### src/rtl/game_flow_ctrl_pkg.sv
// rtl/game_flow_ctrl_pkg.sv - shared game state codes and BCD score helper
package game_flow_ctrl_pkg;

    localparam logic [2:0] ST_IDLE  = 3'd0;
    localparam logic [2:0] ST_COUNT = 3'd1;
    localparam logic [2:0] ST_RUN   = 3'd2;
    localparam logic [2:0] ST_PAUSE = 3'd3;
    localparam logic [2:0] ST_OVER  = 3'd4;
    localparam logic [2:0] ST_CLEAR = 3'd5;

    localparam logic [7:0] SCORE_MAX = 8'h99;

    // Two-digit BCD increment that sticks at SCORE_MAX.
    function automatic logic [7:0] bcd_inc(input logic [7:0] s);
        logic [3:0] hi;
        logic [3:0] lo;
        hi = s[7:4];
        lo = s[3:0];
        if (s == SCORE_MAX) begin
            return s;
        end else if (lo == 4'd9) begin
            hi = hi + 4'd1;
            return {hi, 4'h0};
        end else begin
            lo = lo + 4'd1;
            return {hi, lo};
        end
    endfunction

endpackage

### src/rtl/tick_gen.sv
// rtl/tick_gen.sv - game tick prescaler with enable and synchronous clear
module tick_gen #(
    parameter int PERIOD = 1000
) (
    input  logic clk,
    input  logic rst_n,
    input  logic en,
    input  logic clr,
    output logic tick
);

    localparam int CW = $clog2(PERIOD);
    localparam logic [CW-1:0] LAST = CW'(PERIOD - 1);

    logic [CW-1:0] cnt;

    always_ff @(posedge clk or negedge rst_n) begin
        if (!rst_n) begin
            cnt <= '0;
        end else if (clr) begin
            cnt <= '0;
        end else if (en) begin
            cnt <= (cnt == LAST) ? '0 : cnt + 1'b1;
        end
    end

    assign tick = en & (cnt == LAST);

endmodule

### src/rtl/game_flow_ctrl.sv
// rtl/game_flow_ctrl.sv - game flow FSM: key conditioning, countdown, BCD score, blink
module game_flow_ctrl
    import game_flow_ctrl_pkg::*;
#(
    parameter int TICK_PERIOD     = 1000,
    parameter int COUNTDOWN_TICKS = 3
) (
    input  logic       clk,
    input  logic       rst_n,
    input  logic       key_start,
    input  logic       key_pause,
    input  logic       key_restart,
    input  logic       collision_detected,
    input  logic       game_cleared,
    output logic       run_game,
    output logic [2:0] game_state,
    output logic [1:0] countdown,
    output logic [7:0] score,
    output logic       blink
);

    localparam logic [1:0] CD_INIT = 2'(COUNTDOWN_TICKS);

    // Bit order: {restart, pause, start}.
    logic [2:0] key_s1, key_s2, key_prev, key_armed, key_pulse;
    logic [1:0] sync_fill;

    // A key only arms once it has been seen released after reset, so a key held
    // through reset release cannot fire.
    always_ff @(posedge clk or negedge rst_n) begin
        if (!rst_n) begin
            key_s1    <= '0;
            key_s2    <= '0;
            key_prev  <= '0;
            key_armed <= '0;
            sync_fill <= '0;
        end else begin
            key_s1    <= {key_restart, key_pause, key_start};
            key_s2    <= key_s1;
            key_prev  <= key_s2;
            key_armed <= key_armed | ({3{sync_fill == 2'd2}} & ~key_s2);
            if (sync_fill != 2'd2) begin
                sync_fill <= sync_fill + 2'd1;
            end
        end
    end

    assign key_pulse = key_armed & key_s2 & ~key_prev;

    logic       start_p, pause_p, restart_p;
    logic       tick, tick_en, tick_clr;
    logic [2:0] state, state_n;
    logic [1:0] cd_n;
    logic [7:0] score_n;
    logic       blink_n;

    assign start_p   = key_pulse[0];
    assign pause_p   = key_pulse[1];
    assign restart_p = key_pulse[2];

    assign tick_en = (state != ST_IDLE) && (state != ST_PAUSE);
    // RUN<->PAUSE keeps the tick phase so a pause freezes rather than resets it.
    assign tick_clr = (state_n != state) &&
                      !((state == ST_RUN && state_n == ST_PAUSE) ||
                        (state == ST_PAUSE && state_n == ST_RUN));

    tick_gen #(
        .PERIOD (TICK_PERIOD)
    ) u_tick_gen (
        .clk   (clk),
        .rst_n (rst_n),
        .en    (tick_en),
        .clr   (tick_clr),
        .tick  (tick)
    );

    always_comb begin
        state_n = state;
        cd_n    = countdown;
        score_n = score;
        blink_n = blink;
        if (restart_p) begin
            state_n = ST_IDLE;
            cd_n    = 2'd0;
            score_n = 8'h00;
            blink_n = 1'b0;
        end else begin
            case (state)
                ST_IDLE: begin
                    if (start_p) begin
                        state_n = ST_COUNT;
                        cd_n    = CD_INIT;
                        score_n = 8'h00;
                    end
                end
                ST_COUNT: begin
                    if (tick) begin
                        if (countdown == 2'd1) begin
                            state_n = ST_RUN;
                            cd_n    = 2'd0;
                        end else begin
                            cd_n = countdown - 2'd1;
                        end
                    end
                end
                ST_RUN: begin
                    if (collision_detected) begin
                        state_n = ST_OVER;
                        blink_n = 1'b0;
                    end else if (game_cleared) begin
                        state_n = ST_CLEAR;
                        blink_n = 1'b0;
                    end else if (pause_p) begin
                        state_n = ST_PAUSE;
                    end else if (tick) begin
                        score_n = bcd_inc(score);
                    end
                end
                ST_PAUSE: begin
                    if (pause_p) begin
                        state_n = ST_RUN;
                    end
                end
                ST_OVER, ST_CLEAR: begin
                    if (tick) begin
                        blink_n = ~blink;
                    end
                end
                default: begin
                    state_n = ST_IDLE;
                end
            endcase
        end
    end

    always_ff @(posedge clk or negedge rst_n) begin
        if (!rst_n) begin
            state     <= ST_IDLE;
            run_game  <= 1'b0;
            countdown <= 2'd0;
            score     <= 8'h00;
            blink     <= 1'b0;
        end else begin
            state     <= state_n;
            run_game  <= (state_n == ST_RUN);
            countdown <= cd_n;
            score     <= score_n;
            blink     <= blink_n;
        end
    end

    assign game_state = state;

endmodule

### config.mk
export PLATFORM = sky130hd
export DESIGN_NAME = game_flow_ctrl
export DESIGN_NICKNAME = d
export VERILOG_FILES = /design/src/rtl/game_flow_ctrl_pkg.sv /design/src/rtl/tick_gen.sv /design/src/rtl/game_flow_ctrl.sv
export SDC_FILE = /design/constraint.sdc
export NUM_CORES = 1
export LEC_CHECK = 0
export BUFFER_PORTS_ARGS = -buffer_cell sky130_fd_sc_hd__buf_2
export CELL_PAD_IN_SITES_DETAIL_PLACEMENT = 0
export CELL_PAD_IN_SITES_GLOBAL_PLACEMENT = 1
export CORE_MARGIN = 1
export CORE_UTILIZATION = 41
export CTS_CLUSTER_SIZE = 30
export DETAILED_ROUTE_END_ITERATION = 10
export PLACE_DENSITY = 0.72
export SLEW_MARGIN = 15
export SYNTH_ARGS = -nofsm -noshare
export SYNTH_HDL_FRONTEND = slang
export SYNTH_SLANG_ARGS = --single-unit
### constraint.sdc
create_clock -name clk -period 2 [get_ports clk]
set_input_delay 0.3 -clock clk [delete_from_list [all_inputs] [get_ports clk]]
set_output_delay 0.3 -clock clk [all_outputs]
set_load 0.05 [all_outputs]
==> results by group, run 1 <==
STA
  • Max Clk Rate: 0.537 GHz
  • Min Tclk post-route: 1.86 ns
  • Pin slew with the least headroom to its limit: 0.555 ns
  • Crit share post-route: 0.931
  • Final Setup Violations: 0
  • Worst Hold Slack: -0.00686 ns
  • Final max-slew violation count: 0
  • Worst Clk Skew: 0.00533 ns
  • Relative slew slack: 0.630
  • RSZ-0062 raised after global routing: no
  • Final hold vios: 24

Synth
  • Post-synthesis xor/xnor area fraction: 0.0368
  • Main synth FF type: dfrtp_1
  • Synth warn: 0
  • Most common cell in the netlist: dfrtp_1
  • Synth Area in Compound Gates: 0.218
  • Post-synth ARST share: 1.00
  • Synth Instances: 212
  • Top cells by area, synth: dfrtp_1 (46%), a21oi_1 (4.3%), ha_1 (4.1%), a21o_1 (2.8%), nand2_1 (2.8%)
  • Sequential area share after synthesis: 0.462
  • Avg Cell Area, Syn: 9.96 um2
  • Synth Register Bits: 39
  • Post-synth top area share: 0.462
  • Mux cell area share after synthesis: 0
  • Synth Area in Simple Gates: 0.204
  • Synthesized cell area: 0.00211 mm2
  • Yosys cell types: 50
  • Synth Area in Adders: 0.0415
  • Largest family of logic cells by synthesized area: compound AO/OA/AOI/OAI gates
  • Synthesized Nets: 226
  • Commonest cells in the netlist: dfrtp_1 (39), a21oi_1 (18), nand2_1 (16), inv_1 (11), nor2_1 (11)
  • Number of enable flip-flop cells after synthesis: 0
  • Yosys top cell by area: dfrtp_1

Worst setup path
  • Crit start category: flop
  • Worst EP required: 2.17 ns
  • Worst Path Max Fanout: 10
  • Crit path DAT: 2.03 ns
  • CP Class: reg -> reg
  • Crit. End Element: flop

Status
  • Failing checks: hold timing
  • Outcome: complete, but fails checks

Power
  • Peak supply drop: 385 uV
  • PD cells: 851 mW/mm2
  • Leak: 1.16 nW

Detailed routing
  • Via Count: 1736
  • Met2 Routed Length: 2150 um
  • DR WL/cell: 14.5 um
  • First-iteration detailed-routing DRC count: 74
  • Routed wl met3: 131 um
  • Routed Wire Length: 4620 um
  • Drt pass-1 iters: 4
  • Post-route ant nets: 0
  • Max layer used: met4
  • WL met1: 2250 um
  • Vias/cell: 5.43
  • Residual DRC: 0

Clock tree
  • Clock buffer depth: 2
  • CTS H-tree lvls: 2
  • Total CTS buffers: 5
  • CTS tree: yes
  • Latest clock arrival within the worst-skew pair: 0.29 ns
  • CTS Sinks: 39
  • Post-CTS setup buffer count: 0
  • Root Driver: clkbuf_8
  • Post-cts repair resize count: 0
  • Hold Buf Count CTS: 0
  • Worst-path clk slew: 0.07 ns

Finish
  • Nets: 266
  • Area delta synth->final: 21.6%
  • Share of layout cells above drive strength 1: 0.245
  • Fin cells: 320
  • Diode count: 0

Min path
  • Hold Crit Class: in -> async

Placement
  • Gp weighted congestion: 0.875
  • Port bufs: 21
  • Detailed placement HPWL: 3470 um
  • DP Cell Count: 312

Floorplanning
  • Row cnt: 25
  • DIE HEIGHT: 73.8 um
  • Core area: 0.00485 mm2
  • Die span in x: 73.8 um
  • Initial core utilization: 0.435
  • I/O Pins: 22
  • Die Footprint: 0.00544 mm2

GRT
  • Vias in the first global route: 1658
  • First-pass GRT wire length: 7760 um
  • Global Route Usage Sum: 0.191
  • Remaining Overflow, GRT: 0
  • Initial antenna violation count: 0
  • Largest net degree at the start of global routing: 26

Flow run
  • Total of max-cap violations: 0
==> layout make-up <==
| cell class | instances | area (um2) |
|---|---|---|
| clock buffers | 6 | 72.6 |
| clock inverters | 2 | 60.1 |
| fillers | 447 | 2280 |
| inverters | 11 | 41.3 |
| multi-input cells | 154 | 1070 |
| flip-flops and latches | 39 | 980 |
| well taps | 67 | 83.8 |
| repair buffers | 41 | 255 |
==> cells by family (layout without fill, tap and decap cells) <==
logic type      count (synthesis)  after routing
xor+xnor                        8              8
simple gates                   74             74
compound gates                 65             65
fa+ha+maj                       7              7
flops                          39             39
buf+inv                        19             60
==> final timing paths <==
path	slack, ns	from	to	cells past startpoint
max in group asynchronous	1.39	rst_n	u_tick_gen.cnt[7]	2
worst max register to register	0.14	u_tick_gen.cnt[0]	u_tick_gen.cnt[2]	7
worst min register to register	0.35	key_s1[1]	key_s2[1]	0
min in group clk	0.11	key_pause	key_s1[1]	1
worst max-delay path	0.14	u_tick_gen.cnt[0]	u_tick_gen.cnt[2]	7
worst min-delay path	-0.007	rst_n	score[0]	1
==> through the flow <==
| stage | cell area, um2 | power [W] | util | setup WS (ns) | TNS [ns] |
|---|---|---|---|---|---|
| 3_5_place_dp | 2410 | 0.00141 | 0.498 | 0.0240 | 0 |
| 2_1_floorplan | 2120 | 0.00123 | - | -0.0452 | -0.0452 |
| 4_1_cts | 2550 | 0.00220 | 0.525 | 0.00361 | 0 |
| 3_3_place_gp | 2410 | 0.00141 | 0.498 | 0.0933 | 0 |
| 5_1_grt | 2570 | 0.00229 | 0.529 | 0.0152 | 0 |
| 6_report | 2570 | 0.00218 | 0.529 | 0.139 | 0 |
==> critical path, stage by stage, from the launching register on <==
cell and delay, ns:
dfrtp_1 0.39, ha_1 0.18, and4bb_2 0.24, buf_4 0.13, nand4_1 0.12, a221oi_1 0.31
nand4b_4 0.27, a21oi_1 0.09
==> report_power, final <==
group | switching, W | leakage [nW] | total (W) | internal [W]
clock network | 0.000275 | 0.0654 | 0.000774 | 0.000499
logic | 0.000317 | 0.600 | 0.000514 | 0.000198
registers | 0.0000572 | 0.493 | 0.000894 | 0.000837
==> layout by cell type, fill, tap and decap left out, drive strengths merged, types with 5 or more instances in the layout <==
| master | instances |
|---|---|
| o211ai | 6 |
| ha | 7 |
| a21o | 8 |
| clkbuf | 6 |
| buf | 41 |
| nand2 | 16 |
| xnor2 | 5 |
| inv | 11 |
| dfrtp | 39 |
| a21oi | 19 |
| nor2 | 11 |
| nor3 | 9 |
| o21ai | 11 |
==> sequential cells by signal, indices dropped and copies added, names as in the netlist <==
| name | cells |
|---|---|
| blink | 1 |
| countdown | 2 |
| game_state | 3 |
| key_armed | 3 |
| key_prev | 3 |
| key_s1 | 3 |
| key_s2 | 3 |
| run_game | 1 |
| score | 8 |
| sync_fill | 2 |
| u_tick_gen.cnt | 10 |
==> per-layer routing <==
metal / vias up / global-route usage
li1: 861 / -
met2: 34 / 0.301
met3: 12 / 0.0425
met4: 0 / 0.0662
met1: 829 / 0.259
met5: - / 0
(Power assumes the default switching activity.)
==> run 2: changes to the inputs <==
REMOVE_ABC_BUFFERS = 1   (was not set)
==> run 2 against run 1 <==
Against the previous run: combinational power grew 2%; final cell count shrank 0.63%; the run now ends clean; setup slack lost 0.0039 ns; routed wire length shrank 0.54%; largest cell class unchanged; clock power grew 2%; sequential power shrank 0.6%; via count shrank 2.4%; register-to-register slack is essentially flat; first-iteration DRC count grew 150%; die area is the same.
==> results by group, run 2 (synthesized netlist as in run 1, its figures left out) <==
Clock tree
  • Root Driver: clkbuf_8
  • CTS H-tree lvls: 2 (unchanged)
  • Worst-path clk slew: 0.08 ns (about the same)
  • CTS Sinks: 39 (unchanged)
  • Clock buffer depth: 2 (unchanged)
  • CTS tree: yes
  • Total CTS buffers: 5 (unchanged)
  • Latest clock arrival within the worst-skew pair: 0.29 ns (about the same)

GRT
  • First-pass GRT wire length: 8070 um (+3.9%)
  • Global Route Usage Sum: 0.194 (+0.00319)
  • Initial antenna violation count: 0 (unchanged)
  • Vias in the first global route: 1612 (-2.8%)
  • Largest net degree at the start of global routing: 22 (-15%)
  • Remaining Overflow, GRT: 0 (unchanged)

Detailed routing
  • Routed Wire Length: 4600 um (-0.54%)
  • Vias/cell: 5.33 (-1.7%)
  • Residual DRC: 0 (unchanged)
  • First-iteration detailed-routing DRC count: 182 (+150%)
  • Post-route ant nets: 0 (unchanged)
  • DR WL/cell: 14.5 um (about the same)
  • Via Count: 1695 (-2.4%)
  • Drt pass-1 iters: 4 (unchanged)

Min path
  • Hold Startpoint: key_restart
  • Hold Crit Class: in -> reg
  • Worst Hold Depth: 1

STA
  • Min Tclk post-route: 1.86 ns (+0.00385 ns)
  • Final max-slew violation count: 0 (unchanged)
  • RSZ-0062 raised after global routing: no
  • Final Setup Violations: 0 (unchanged)
  • Final hold vios: 0 (-100%)
  • Worst Clk Skew: 0.00415 ns (-0.00118 ns)
  • Relative slew slack: 0.668 (+0.0384)
  • Pin slew with the least headroom to its limit: 0.497 ns (-0.0576 ns)
  • Max Clk Rate: 0.536 GHz (-0.21%)
  • Crit share post-route: 0.932 (+0.00193)

Power
  • Total Power: 0.00220 W (+0.96%)
  • Leak: 1.16 nW (-0.11%)
  • Peak supply drop: 404 uV (+4.8%)
  • PD cells: 857 mW/mm2 (+0.76%)

Finish
  • Core Util, Final: 0.530 (+0.00103)
  • Most frequent cells in the layout: dfrtp_1 (39), buf_2 (21), a21oi_1 (18)
  • Multi-input gate area: 0.00108 mm2 (+0.47%)
  • Number of flip-flops in the largest register: 10 (unchanged)
  • Area delta synth->final: 21.8%
  • Diode count: 0 (unchanged)
  • Largest registers: u_tick_gen.cnt (10), score (8)
  • Reg area: 976 um2 (-0.38%)
  • Share of layout cells above drive strength 1: 0.235 (-0.0100)
  • Most common cell after layout, fill and taps aside: dfrtp_1
  • Nets: 264 (-0.75%)
  • Filler instances: 464 (+3.8%)
  • Most flops, register: u_tick_gen.cnt

Flow run
  • Total of max-cap violations: 0 (unchanged)

Placement
  • Port bufs: 21 (unchanged)
  • Detailed placement HPWL: 3410 um (-1.7%)
  • Gp weighted congestion: 0.834 (-4.6%)

Status
  • Outcome: completed

Worst setup path
  • Crit. Startpoint: u_tick_gen.cnt[0]
  • CP Class: reg -> reg
  • Crit start category: flop
  • Crit. End Element: flop
  • Worst Path Max Fanout: 6 (-4)
  • Worst EP required: 2.23 ns (+0.06 ns)
  • Crit path DAT: 2.09 ns (+0.06 ns)
  • R2r worst-path depth: 6 (-1)
  • Worst flop-to-flop path startpoint: u_tick_gen.cnt[0]

Floorplanning
  • Die span in x: 73.8 um (unchanged)
  • Row cnt: 25 (unchanged)
  • Core area: 0.00485 mm2 (unchanged)
  • DIE HEIGHT: 73.8 um (unchanged)
  • Initial core utilization: 0.435 (unchanged)
  • I/O Pins: 22 (unchanged)
  • Die Footprint: 0.00544 mm2 (unchanged)
-- run 2: changes by cell type in the layout (fill, tap and decap cells not counted), sizes merged --
cell,previous run,this run
clkbuf,6,5
clkinvlp,0,1
buf,41,38
dlygate4sd3,0,1
-- run 2: layout make-up --
class                           instances  share of cell area
Clock buffer                            5              0.0268
Tap cell                               67              0.0326
Clock inverter                          3              0.0263
Sequential cell                        39               0.380
Timing Repair Buffer                   39              0.0993
Multi-Input combinational cell        154               0.419
Inverter                               11              0.0161
-- run 2: report_power, final --
| group | switching, W | total (W) | internal, W |
|---|---|---|---|
| Sequential | 0.0000544 | 0.000889 | 0.000835 |
| Clock | 0.000292 | 0.000790 | 0.000498 |
| Combinational | 0.000317 | 0.000524 | 0.000207 |
| Total | 0.000664 | 0.00220 | 0.00154 |
-- run 2: worst max-delay path: stages (launching register included) --
cell and delay, ns:
dfrtp_1 0.41, ha_1 0.21, and4bb_2 0.23, and3_2 0.25, a31oi_4 0.22, or3b_1 0.37, o21ai_1 0.11
-- run 2: path summary, 6_finish.rpt --
kind	endpoint	slack (ns)
hold reg to reg	key_s2[0]	0.35
min in group asynchronous	blink	0.49
hold / removal	key_s1[2]	0.11
setup reg to reg	score[2]	0.14
max in group asynchronous	game_state[1]	1.04
setup / recovery	score[2]	0.14
-- run 2: routing by layer --
metal  share of wire  wire length [um]  vias up  GRT usage
met3           0.034               155        6     0.0384
met2            0.46              2130       34      0.304
met1            0.50              2280      804      0.277
met4          0.0085                39        0     0.0449
li1                -                 -      851          -
met5               0                 0        -          0
-- run 2: metrics by stage --
stage	hold WS (ns)	setup WS [ns]	setup TNS (ns)	instance area, um2	instances
5_1_grt	0.0960	0.00382	0	2570	318
6_report	0.107	0.135	0	2570	318
3_3_place_gp	0.275	0.0824	0	2400	309
2_1_floorplan	0.00441	-0.230	-1.73	2070	204
4_1_cts	0.100	0.0518	0	2550	318
3_5_place_dp	0.278	0.0759	0	2400	309
-- run 2: repair_timing --
item / 4_1_cts / 5_1_grt
endpoints found under the hold margin: 18 / 0
gates resized for setup: 0 / 5
endpoints found under the setup margin: 0 / 15
setup buffers: 0 / 0
hold buffers: 1 / 0
==> run 3: changes to the inputs <==
CORE_MARGIN = not set   (was 1)
CORE_UTILIZATION = 49   (was 41)
PLACE_DENSITY = 0.81   (was 0.72)
clock period = 2.15 ns   (was 2 ns; I/O delays follow)
==> run 3 against run 2 <==
Against the previous run: non-clock buffer count is 9 lower; clock-buffer cell count increased by 1; hold slack better by 0.029 ns; final cell count decreased by 8.2%; die area fell by 16%; utilization is 7.0 points higher; register-to-register slack about the same; critical path depth unchanged; fmax down 7.8%; clock skew grew 0.0022 ns; via count grew 5.1%; first-iteration DRC count decreased by 36%; largest cell class unchanged; largest power group unchanged.
==> results by group, run 3 (synthesized netlist as in run 1, its figures left out) <==
Status
  • Outcome: completed

STA
  • Max Clk Rate: 0.494 GHz (-7.8%)
  • Final Setup Violations: 0 (unchanged)
  • Pin slew with the least headroom to its limit: 0.855 ns (+0.358 ns)
  • Crit share post-route: 0.941 (+0.00826)
  • Final max-slew violation count: 0 (unchanged)
  • Relative slew slack: 0.430 (-0.238)
  • Min Tclk post-route: 2.02 ns (+0.158 ns)
  • Final hold vios: 0 (unchanged)
  • Setup TNS: 0 ns (unchanged)
  • Worst Clk Skew: 0.00638 ns (+0.00223 ns)
  • RSZ-0062 raised after global routing: no
  • Setup WS post-layout: 0.127 ns (-0.00762 ns)

Flow run
  • Total of max-cap violations: 0 (unchanged)

GRT
  • Largest net degree at the start of global routing: 40 (+82%)
  • Vias in the first global route: 1792 (+11%)
  • First-pass GRT wire length: 8220 um (+2.0%)
  • Remaining Overflow, GRT: 0 (unchanged)
  • Initial antenna violation count: 0 (unchanged)
  • Global Route Usage Sum: 0.242 (+0.0472)

Finish
  • Largest registers: u_tick_gen.cnt (10), score (8)
  • Share of layout cells above drive strength 1: 0.202 (-0.0326)
  • Design area: 0.00243 mm2 (-5.3%)
  • Most flops, register: u_tick_gen.cnt
  • Most frequent cells in the layout: dfrtp_1 (39), buf_2 (21), a21oi_1 (18)
  • Area delta synth->final: 15.4%
  • Diode count: 0 (unchanged)
  • Nets: 255 (-3.4%)
  • Number of flip-flops in the largest register: 10 (unchanged)
  • Fin cells: 292 (-8.2%)
  • Most common cell after layout, fill and taps aside: dfrtp_1

Clock tree
  • Root Driver: clkbuf_8
  • Worst-path clk slew: 0.08 ns (about the same)
  • Post-CTS setup buffer count: 0 (unchanged)
  • CTS H-tree lvls: 2 (unchanged)
  • Clock buffer depth: 2 (unchanged)
  • Hold Buf Count CTS: 0 (-1)
  • CTS Sinks: 39 (unchanged)
  • Total CTS buffers: 5 (unchanged)
  • CTS tree: yes
  • Latest clock arrival within the worst-skew pair: 0.29 ns (about the same)

Worst setup path
  • Worst Path Max Fanout: 5 (-1)
  • Crit start category: flop
  • CP Class: reg -> reg
  • Worst EP required: 2.34 ns (+0.11 ns)
  • Crit. End Element: flop
  • Crit path DAT: 2.21 ns (+0.12 ns)

Placement
  • Gp weighted congestion: 0.788 (-5.5%)
  • Placed Area: 0.00231 mm2 (-3.9%)
  • Port bufs: 21 (unchanged)
  • Detailed placement HPWL: 3360 um (-1.4%)
  • Post-place setup slack: 0.0397 ns (-0.0363 ns)
  • DP Cell Count: 284 (-8.1%)

Min path
  • Hold Crit Class: in -> async

Detailed routing
  • Via Count: 1781 (+5.1%)
  • Residual DRC: 0 (unchanged)
  • Vias/cell: 6.10 (+14%)
  • DR WL/cell: 16.2 um (+12%)
  • First-iteration detailed-routing DRC count: 117 (-36%)
  • Drt pass-1 iters: 4 (unchanged)
  • Routed Wire Length: 4740 um (+3.0%)
  • Post-route ant nets: 0 (unchanged)

Power
  • Internal power: 0.00132 W (-14%)
  • Flop pwr share: 0.437 (+0.033)
  • PD cells: 785 mW/mm2 (-8.4%)
  • Clock share of power: 0.334 (-0.024)
  • Leak: 1.10 nW (-5.0%)
  • Net Sw Frac: 0.311 (+0.00973)
  • Peak supply drop: 479 uV (+19%)
  • Psw: 0.000595 W (-10%)
  • Power share of the combinational group: 0.228 (-0.010)
  • Total Power: 0.00191 W (-13%)

Floorplanning
  • I/O Pins: 22 (unchanged)
  • Die Footprint: 0.00457 mm2 (-16%)
  • Die span in x: 67.6 um (-8.3%)
  • Row cnt: 23 (-8.0%)
  • Initial core utilization: 0.520 (+0.0848)
  • DIE HEIGHT: 67.6 um (-8.3%)
  • Core area: 0.00406 mm2 (-16%)
run 3: worst max-delay path, cell delays in order (launching register included):
cell,delay (ns)
dfrtp_1,0.39
ha_1,0.22
and4bb_2,0.30
and3_4,0.25
a21oi_2,0.09
or3_1,0.43
o31ai_1,0.25
run 3: layout make-up:
cell class	instances	area, um2
Sequential cell	39	976
Fill cell	355	1620
Clock buffer	6	82.6
Multi-Input combinational cell	154	1060
Timing Repair Buffer	30	173
Inverter	11	41.3
Clock inverter	2	35.0
Tap cell	50	62.6
run 3: worst paths after layout:
check	startpoint	to	slack (ns)	depth (start not counted)
min in group clk	key_start	key_s1[0]	0.14	1
worst max register to register	u_tick_gen.cnt[0]	score[4]	0.13	6
max in group asynchronous	rst_n	key_s2[1]	1.48	1
worst min-delay path	rst_n	u_tick_gen.cnt[9]	0.14	1
worst min register to register	key_s1[0]	key_s2[0]	0.35	0
worst max-delay path	u_tick_gen.cnt[0]	score[4]	0.13	6
run 3: through the flow:
step           hold WS, ns  utilization
6_report             0.135        0.600
5_1_grt              0.122        0.600
2_1_floorplan       0.0269            -
4_1_cts              0.126        0.598
3_3_place_gp         0.334        0.569
3_5_place_dp         0.337        0.569
run 3: metal layers:
metal,GRT usage,share of wire
met5,0,0
met4,0.0824,0.0091
met3,0.0541,0.032
met2,0.422,0.52
met1,0.289,0.44
run 3: timing repair:
item                       4_1_cts  5_1_grt
hold endpoints to repair         0        0
setup endpoints to repair        0        4
resized for setup                0        3
run 3: power groups by stage:
stage	Clock [W]	Combinational (W)	Sequential, W
CTS	0.000651	0.000439	0.000837
global route	0.000683	0.000486	0.000845
finish	0.000639	0.000437	0.000836
global placement	0	0.000427	0.000846
floorplan	0	0.000227	0.000909
detailed placement	0	0.000438	0.000852
